## src/rtl/fetch_stage.sv

```systemverilog
// Instruction-fetch stage and IF/ID pipeline register of the pipelined RV32I core.
// Optional performance counters are built only when FETCH_PERF_CNT_EN is defined.
module fetch_stage #(
    parameter int                    DATA_WIDTH = 32,
    parameter int                    ADDR_WIDTH = 32,
    parameter logic [ADDR_WIDTH-1:0] RESET_PC   = 32'hBFC00000,
    parameter logic [DATA_WIDTH-1:0] NOP_INSTR  = 32'h00000013
) (
    input  logic                  clk,
    input  logic                  rst_n,
    input  logic                  StallFetch,
    input  logic                  StallDecode,
    input  logic                  FlushDecode,
    input  logic                  PCSrcE,
    input  logic [ADDR_WIDTH-1:0] PCTargetE,
    output logic                  imem_req,
    output logic [ADDR_WIDTH-1:0] imem_addr,
    input  logic [DATA_WIDTH-1:0] imem_rdata,
    input  logic                  imem_ready,
    output logic [DATA_WIDTH-1:0] InstrD,
    output logic [ADDR_WIDTH-1:0] PCD,
    output logic [ADDR_WIDTH-1:0] PCPlus4D,
    output logic                  ValidD,
    output logic [31:0]           FetchCnt,
    output logic [31:0]           BubbleCnt
);

    typedef enum logic {
        BOOT = 1'b0,
        RUN  = 1'b1
    } state_t;

    typedef struct packed {
        logic [DATA_WIDTH-1:0] instr;
        logic [ADDR_WIDTH-1:0] pc;
        logic [ADDR_WIDTH-1:0] pc_plus4;
        logic                  valid;
    } ifid_t;

    state_t                state_q, state_d;
    logic [ADDR_WIDTH-1:0] pcf_q, pcf_d;
    logic [ADDR_WIDTH-1:0] pcf_plus4;
    ifid_t                 ifid_q, ifid_d;
    logic                  run;
    logic                  accept;
    logic                  ifid_load;

    // Instruction fetches are word aligned; the low target bits are dropped.
    logic [1:0] unused_target_lsbs;
    assign unused_target_lsbs = PCTargetE[1:0];

    // ---------------- control FSM ----------------
    // NOTE: sequential state is written with non-blocking assignments only, so every
    // flop samples the pre-edge values of its peers regardless of process order.
    always_ff @(posedge clk) begin
        if (!rst_n) begin
            state_q <= BOOT;
        end else begin
            state_q <= state_d;
        end
    end

    // NOTE: each combinational output gets a default before any branch, so no path
    // leaves it unassigned and no latch is inferred.
    always_comb begin
        state_d = state_q;
        if (state_q == BOOT) begin
            state_d = RUN;
        end
    end

    always_comb begin
        imem_req = (state_q == RUN);
    end

    assign run       = (state_q == RUN);
    assign accept    = run & imem_ready & ~StallFetch;
    assign pcf_plus4 = pcf_q + ADDR_WIDTH'(4);
    assign imem_addr = pcf_q;

    // ---------------- program counter ----------------
    always_comb begin
        pcf_d = pcf_q;
        if (run) begin
            if (PCSrcE) begin
                pcf_d = {PCTargetE[ADDR_WIDTH-1:2], 2'b00};
            end else if (!StallFetch && accept) begin
                pcf_d = pcf_plus4;
            end
        end
    end

    always_ff @(posedge clk) begin
        if (!rst_n) begin
            pcf_q <= RESET_PC;
        end else begin
            pcf_q <= pcf_d;
        end
    end

    // ---------------- IF/ID register ----------------
    // A bubble keeps the old PC fields; only instr/valid describe the slot.
    always_comb begin
        ifid_d    = ifid_q;
        ifid_load = 1'b0;
        if (!run || FlushDecode) begin
            ifid_d.instr = NOP_INSTR;
            ifid_d.valid = 1'b0;
            ifid_load    = 1'b1;
        end else if (StallDecode) begin
            ifid_load = 1'b0;
        end else if (accept) begin
            ifid_d.instr    = imem_rdata;
            ifid_d.pc       = pcf_q;
            ifid_d.pc_plus4 = pcf_plus4;
            ifid_d.valid    = 1'b1;
            ifid_load       = 1'b1;
        end else begin
            ifid_d.instr = NOP_INSTR;
            ifid_d.valid = 1'b0;
            ifid_load    = 1'b1;
        end
    end

    always_ff @(posedge clk) begin
        if (!rst_n) begin
            ifid_q.instr    <= NOP_INSTR;
            ifid_q.pc       <= '0;
            ifid_q.pc_plus4 <= '0;
            ifid_q.valid    <= 1'b0;
        end else begin
            ifid_q <= ifid_d;
        end
    end

    assign InstrD   = ifid_q.instr;
    assign PCD      = ifid_q.pc;
    assign PCPlus4D = ifid_q.pc_plus4;
    assign ValidD   = ifid_q.valid;

    // ---------------- performance counters ----------------
`ifdef FETCH_PERF_CNT_EN
    logic [31:0] fetch_cnt_q;
    logic [31:0] bubble_cnt_q;

    always_ff @(posedge clk) begin
        if (!rst_n) begin
            fetch_cnt_q  <= '0;
            bubble_cnt_q <= '0;
        end else if (ifid_load) begin
            if (ifid_d.valid) begin
                fetch_cnt_q <= fetch_cnt_q + 32'd1;
            end else begin
                bubble_cnt_q <= bubble_cnt_q + 32'd1;
            end
        end
    end

    assign FetchCnt  = fetch_cnt_q;
    assign BubbleCnt = bubble_cnt_q;
`else
    logic unused_ifid_load;
    assign unused_ifid_load = ifid_load;
    assign FetchCnt         = 32'd0;
    assign BubbleCnt        = 32'd0;
`endif

endmodule

```

## config.mk

```make
export PLATFORM = sky130hd
export DESIGN_NAME = fetch_stage
export DESIGN_NICKNAME = d
export VERILOG_FILES = /design/src/rtl/fetch_stage.sv
export SDC_FILE = /design/constraint.sdc
export NUM_CORES = 1
export LEC_CHECK = 0
export BUFFER_PORTS_ARGS = -buffer_cell sky130_fd_sc_hd__buf_4
export CAP_MARGIN = 20
export CORE_MARGIN = 8
export CORE_UTILIZATION = 52
export DETAILED_ROUTE_END_ITERATION = 10
export GPL_TIMING_DRIVEN = 0
export PLACE_DENSITY = 0.87
export SETUP_SLACK_MARGIN = 0.5
export SYNTH_ARGS = -nofsm -noshare
export SYNTH_HDL_FRONTEND = slang
export SYNTH_SLANG_ARGS = --single-unit
```

## constraint.sdc

```tcl
create_clock -name clk -period 3.4 [get_ports clk]
set_clock_uncertainty 0.1 [all_clocks]
set_input_delay 0.68 -clock clk [delete_from_list [all_inputs] [get_ports clk]]
set_output_delay 0.68 -clock clk [all_outputs]
set_load 0.005 [all_outputs]
```

==> results of run 1 <==
metal layers:
metal | global-route usage | up-vias | share of wire
met5 | 0 | - | 0
met3 | 0.0993 | 68 | 0.12
met2 | 0.436 | 360 | 0.48
met1 | 0.295 | 2934 | 0.36
li1 | - | 3074 | -
met4 | 0.112 | 0 | 0.033
metrics by stage:
step | TNS, ns | hold slack [ns] | util | setup slack, ns
floorplan | 0 | 0.353 | - | 0.948
global placement | -0.845 | 0.342 | 0.696 | -0.0804
detailed placement | -1.88 | 0.348 | 0.696 | -0.133
CTS | 0 | 0.314 | 0.746 | 0.540
global route | 0 | 0.318 | 0.747 | 0.505
finish | 0 | 0.330 | 0.747 | 0.608
cell usage in the layout, fill, tap and decap left out, types with 3 or more instances in the layout:
cell type | synthesis | final
xor2_1 | 9 | 9
o31ai_1 | 10 | 10
nor2_1 | 67 | 67
or4_1 | 6 | 6
buf_1 | 6 | 5
o21a_1 | 3 | 3
nor3b_1 | 31 | 31
clkinv_2 | 0 | 5
inv_1 | 6 | 6
clkbuf_8 | 0 | 3
a22oi_1 | 4 | 4
a211oi_1 | 15 | 15
o21ai_0 | 46 | 46
nor2b_1 | 4 | 4
buf_4 | 70 | 261
buf_2 | 6 | 7
conb_1 | 1 | 70
a31oi_1 | 7 | 7
clkbuf_16 | 0 | 17
nand4_1 | 5 | 5
a22o_1 | 4 | 4
nand3_1 | 17 | 17
nor4_1 | 4 | 4
clkbuf_1 | 53 | 55
dfxtp_1 | 124 | 124
a21oi_1 | 87 | 87
and3_1 | 6 | 6
or3_1 | 8 | 8
nand2_1 | 97 | 97
nor3_1 | 15 | 14
and4_1 | 5 | 5
mux2i_1 | 3 | 3
xnor2_1 | 18 | 18
power breakdown:
part	internal, W	total [W]	switching [W]
registers	0.00149	0.00152	0.0000364
clock network	0.00112	0.00176	0.000643
logic	0.000206	0.000426	0.000220
total	0.00281	0.00371	0.000900
state kept, by name (all words and copies together), names as in the netlist:
name / flops
PCD: 30
imem_addr: 30
ValidD: 1
imem_req: 1
InstrD: 32
PCPlus4D: 30
worst min path at each step:
stage | startpoint | to | cells past startpoint
2_1_floorplan | PCD[10]$_SDFFE_PN0P_ | PCD[10]$_SDFFE_PN0P_ | 2
3_3_place_gp | PCD[13]$_SDFFE_PN0P_ | PCD[13]$_SDFFE_PN0P_ | 2
3_5_place_dp | PCD[8]$_SDFFE_PN0P_ | PCD[8]$_SDFFE_PN0P_ | 2
4_1_cts | rst_n | imem_req$_DFF_P_ | 1
5_1_grt | rst_n | imem_req$_DFF_P_ | 1
6_report | rst_n | imem_req$_DFF_P_ | 1
critical path, stage by stage (launching register included):
cell      delay, ns
dfxtp_1        0.53
ha_1           0.31
nand3_1        0.21
or4_1          0.46
clkbuf_1       0.23
nor3_1         0.37
mux2_2         0.37
o21ai_0        0.14
cell families after synthesis:
family | Yosys count | synth area share
buf+inv | 143 | 0.134
simple gates | 273 | 0.222
xor+xnor | 27 | 0.0389
mux | 4 | 0.00680
flops | 124 | 0.409
compound gates | 193 | 0.186
fa+ha+maj | 1 | 0.00206
other cells | 1 | 0.000617
timing repair:
item,4_1_cts,5_1_grt
endpoints found under the setup margin,30,22
gates resized for setup,1,2
cloned,0,0
setup buffers,0,0
area by class of cell:
class | instances | area, µm²
multi-input cells | 568 | 3050
fillers | 878 | 2890
flip-flops and latches | 124 | 2480
repair buffers | 192 | 1440
plain buffers | 137 | 795
clock buffers | 22 | 474
well taps | 143 | 179
clock inverters | 8 | 92.6
inverters | 6 | 22.5
==> out/metrics.csv, run 1 <==
metric,value,unit
status,"complete, no violations",
total of max-cap violations,0,
Via density,5.36,
final std cells w/o fill,1200,
Chip Width,124,µm
Critical R2R Launch,imem_addr[2]$_SDFFE_PN0P_,
Post-DRT Antenna Nets,0,
Post-synth ARST share,0,
P_leak,3.64,nW
Design Power,0.00371,W
Die Y,124,µm
Worst-Margin Slew,0.923,ns
clk root buf,clkbuf_16,
I/O Pins,265,
CTS H-Tree Depth,4,
RSZ-0062 raised after global routing,false,
largest net degree at the start of global routing,17,
Final nets,1118,
CTS sink cnt,124,
# hold bufs at CTS,0,
synthesized flop and latch total,124,
Crit Path Max Fanout,10,
"Arr. time, crit path",3.04,ns
"Req. time, crit path",3.65,ns
cell area after layout,8530,µm²
drt wl/cell,17.5,µm
initial antenna violation count,0,
Peak Freq,358,MHz
post-synth top area cell,dfxtp_1,
FF-to-FF path depth,7,
count of cell types in the netlist,54,
Critical R2R Capture,imem_addr[28]$_SDFFE_PN1P_,
Routed WL,21.0,mm
Post-route DRC,0,
wire length of the first global-routing pass,31.5,mm
via count,6436,
antenna diode count,0,
Syn Inst Count,766,
Post-DP HPWL,15.6,mm
top cell type's share of synthesized area,0.409,
I/O Buffers,191,
Worst-Skew Late Latency,0.42,ns
"top cells by count, synth","dfxtp_1 (124), nand2_1 (97), a21oi_1 (87), buf_4 (70), nor2_1 (67)",
most common cell in the netlist,dfxtp_1,
worst hold path class,in2reg,
register area share after synthesis,0.409,
Critical Path Sink,imem_addr[28]$_SDFFE_PN1P_,
die area,15400,µm²
initial drt markers,699,
mean post-synth cell area,7.93,µm²
Max clock buf depth,2,
Synth-to-Final Area Change,40.4,%
Synth area leaders,"dfxtp_1 (41%), buf_4 (8.7%), a21oi_1 (7.2%)",
CTS Buf Count,17,
Final period util,0.821,
initial core utilization,0.532,
CP Capture Type,flop,
flop-to-flop setup slack,0.61,ns
PwrDens,435,nW/µm²
final hold violation count,0,
largest vdd supply drop,0.000357,V
core footprint,11400,µm²
grt ovf,0,
CTS tree,yes,
DP Area,7950,µm²
clk slew on worst S/H paths,0.05,ns
Final min period,2.79,ns
Rel. slew slack,0.380,
1st-pass router iterations,6,
Row Count,39,
"Top FF cell, synth",dfxtp_1,
layout cells sized above 1,0.291,
crit path kind,reg2reg,
Synth Cell Area,6070,µm²
worst setup path start,imem_addr[2]$_SDFFE_PN0P_,
vias in the first global route,6014,
startpoint types,flop,
Setup Viol. Count Final,0,
Yosys warning count,0,
routability cong.,0.931,
final slew viol count,0,
Tot GR Track Use,0.262,
Post-synth EDFFs,0,
placed insts,1169,
Note: power is estimated with default switching activity, not from simulation.
==> run 2, diff against run 1 <==
--- a/config.mk
+++ b/config.mk
@@ -8,10 +8,10 @@
 export BUFFER_PORTS_ARGS = -buffer_cell sky130_fd_sc_hd__buf_4
 export CAP_MARGIN = 20
 export CORE_MARGIN = 8
-export CORE_UTILIZATION = 52
+export CORE_UTILIZATION = 43
 export DETAILED_ROUTE_END_ITERATION = 10
 export GPL_TIMING_DRIVEN = 0
-export PLACE_DENSITY = 0.87
+export PLACE_DENSITY = 0.76
 export SETUP_SLACK_MARGIN = 0.5
 export SYNTH_ARGS = -nofsm -noshare
 export SYNTH_HDL_FRONTEND = slang
==> constraint.sdc (replaced) <==
create_clock -name clk -period 2.3 [get_ports clk]
set_clock_uncertainty 0.1 [all_clocks]
set_input_delay 0.46 -clock clk [delete_from_list [all_inputs] [get_ports clk]]
set_output_delay 0.46 -clock clk [all_outputs]
set_load 0.005 [all_outputs]
==> run 2 against run 1 <==
The flow now finishes with violations (negative setup slack). Maximum frequency rose by 18%. Routed wire length is 22% higher. Sequential power grew 48%. Non-clock buffer count up 74. Combinational power grew 77%. Global-route usage shrank 1.5 points. Core utilization decreased by 2.8 points. Flip-flop and latch count stayed put. First-iteration DRC count grew 11%. Register-to-register slack got worse by 0.67 ns. Clock power up 74%. Critical path type unchanged.
==> out/metrics.csv, run 2 (synthesized netlist as in run 1, its figures left out) <==
metric,value,unit,change
status,"complete, but fails checks",,"was complete, no violations"
failing checks,negative setup slack,,
"Req. time, crit path",2.53,ns,was 3.65 ns
vias in the first global route,6486,,was 6014
die area,18200,µm²,was 15400 µm²
final hold violation count,0,,unchanged
via count,7156,,was 6436
"most common cell after layout, fill and taps aside",buf_4,,unchanged
Tot GR Track Use,0.247,,was 0.262
Crit Path Max Fanout,6,,was 10
crit path kind,reg2reg,,unchanged
Hold Path Sink,imem_req$_DFF_P_,,unchanged
Final min period,2.36,ns,was 2.79 ns
met1 Usage GRT,0.281,,was 0.295
grt ovf,0,,unchanged
Chip Width,135,µm,was 124 µm
Critical R2R Capture,imem_addr[19]$_SDFFE_PN0P_,,was imem_addr[28]$_SDFFE_PN1P_
largest net degree at the start of global routing,17,,unchanged
Post-route DRC,0,,unchanged
Post-DRT Antenna Nets,0,,unchanged
I/O Buffers,191,,unchanged
CP max-delay cell,or4_4,,was dfxtp_1
wire length of the first global-routing pass,35.3,mm,was 31.5 mm
Critical R2R Launch,imem_addr[14]$_SDFFE_PN0P_,,was imem_addr[2]$_SDFFE_PN0P_
initial drt markers,775,,was 699
layout cells sized above 1,0.425,,was 0.291
Row Count,43,,was 39
Setup Viol. Count Final,3,,was 0
Die Y,135,µm,was 124 µm
core footprint,13800,µm²,was 11400 µm²
Hold Crit Start,rst_n,,unchanged
Worst-Skew Late Latency,0.44,ns,was 0.42 ns
"Arr. time, crit path",2.59,ns,was 3.04 ns
CP peak stage delay,0.59,ns,was 0.53 ns
initial core utilization,0.439,,was 0.532
P_leak,4.41,nW,was 3.64 nW
hold-critical path depth,1,,unchanged
Design Power,0.00607,W,was 0.00371 W
largest vdd supply drop,0.000753,V,was 0.000357 V
Top Usage Layer GRT,met2,,unchanged
Rel. slew slack,0.456,,was 0.380
clk slew on worst S/H paths,0.07,ns,was 0.05 ns
cell area after layout,9940,µm²,was 8530 µm²
pre-CTS setup slack,-0.198,ns,was -0.133 ns
Setup WS post-layout,-0.0605,ns,was 0.608 ns
Synth-to-Final Area Change,63.6,%,was 40.4%
PwrDens,610,nW/µm²,was 435 nW/µm²
CP top delay family,simple AND/OR/NAND/NOR gates,,unchanged
Post-DP HPWL,16.1,mm,was 15.6 mm
CTS tree,yes,,unchanged
RSZ-0062 raised after global routing,true,,was false
CP cell instances,"nand2_2, or4_4, buf_8, or4_1, a21o_1, a31oi_1",,"was ha_1, nand3_1, or4_1, clkbuf_1, nor3_1, mux2_2, o21ai_0"
Final period util,1.03,,was 0.821
startpoint types,flop,,unchanged
CP bufs+invs,1,,unchanged
DP Area,8200,µm²,was 7950 µm²
CTS H-Tree Depth,4,,unchanged
Routed WL,25.7,mm,was 21.0 mm
Final nets,1192,,was 1118
Via density,5.45,,was 5.36
drt wl/cell,19.5,µm,was 17.5 µm
initial antenna violation count,0,,unchanged
flop-to-flop setup slack,-0.06,ns,was 0.61 ns
GR Util met3,0.107,,was 0.0993
CTS sink cnt,124,,unchanged
Worst-Margin Slew,0.816,ns,was 0.923 ns
1st-pass router iterations,7,,was 6
# hold bufs at CTS,0,,unchanged
CTS Buf Count,17,,unchanged
Max clock buf depth,2,,unchanged
FF-to-FF path depth,6,,was 7
I/O Pins,265,,unchanged
met2 usage,0.390,,was 0.436
total of max-cap violations,0,,unchanged
CP Capture Type,flop,,unchanged
Peak Freq,424,MHz,was 358 MHz
most frequent cells in the layout,"buf_4 (316), dfxtp_1 (103), nand2_1 (93)",,"was buf_4 (261), dfxtp_1 (124), nand2_1 (97)"
worst hold path class,in2reg,,unchanged
clk root buf,clkbuf_16,,unchanged
routability cong.,0.887,,was 0.931
max reg flops,32,,unchanged
final slew viol count,0,,unchanged
==> run 2: layout make-up <==
type | instances | area [µm²]
clock inverters | 10 | 185
repair buffers | 266 | 2100
inverters | 6 | 26.3
flip-flops and latches | 124 | 2530
well taps | 180 | 225
clock buffers | 22 | 484
plain buffers | 137 | 943
multi-input cells | 568 | 3440
fillers | 1005 | 3890
diodes | 1 | 2.50
==> run 2: worst max-delay path by stage <==
stage	endpoint	cells past startpoint	start
finish	imem_addr[19]$_SDFFE_PN0P_	6	imem_addr[14]$_SDFFE_PN0P_
global route	imem_addr[19]$_SDFFE_PN0P_	6	imem_addr[14]$_SDFFE_PN0P_
CTS	imem_addr[30]$_SDFFE_PN0P_	6	imem_addr[25]$_SDFFE_PN1P_
detailed placement	imem_addr[10]$_SDFFE_PN0P_	7	imem_ready
global placement	imem_addr[10]$_SDFFE_PN0P_	7	imem_ready
floorplan	imem_addr[30]$_SDFFE_PN0P_	7	imem_addr[16]$_SDFFE_PN0P_
==> run 2: metrics by stage <==
step                setup TNS [ns]  instances  utilization  hold slack [ns]
finish                      -0.122       1314        0.719            0.135
global route                -0.172       1313        0.719            0.115
CTS                              0       1277        0.683            0.112
detailed placement           -2.87       1206        0.593            0.348
global placement             -1.78       1206        0.593            0.344
floorplan                        0        835            -            0.353
==> run 2: routing by layer <==
layer | share of wire | vias up
met5 | 0 | -
met4 | 0.042 | 0
met1 | 0.36 | 3274
met2 | 0.47 | 539
met3 | 0.13 | 113
li1 | - | 3230
==> run 2: report_power, final <==
part           switching, W  leakage [nW]  internal [W]  total, W
clock               0.00102         0.326       0.00204   0.00306
combinational      0.000384          3.07      0.000370  0.000754
sequential        0.0000613          1.01       0.00219   0.00225
==> run 2: worst register-to-register path: cells and delay by family, from the launching register on <==
family	cells	cell delay, ns
AO/OA/AOI/OAI	2	0.35
buffers and inverters	1	0.16
AND/OR/NAND/NOR	3	1.18
flip-flops	1	0.46
==> run 2: what timing repair did <==
action,4_1_cts,5_1_grt
setup endpoints to repair,88,81
pin swaps,29,47
buffers inserted,38,36
resized for setup,63,79
gates cloned,1,0
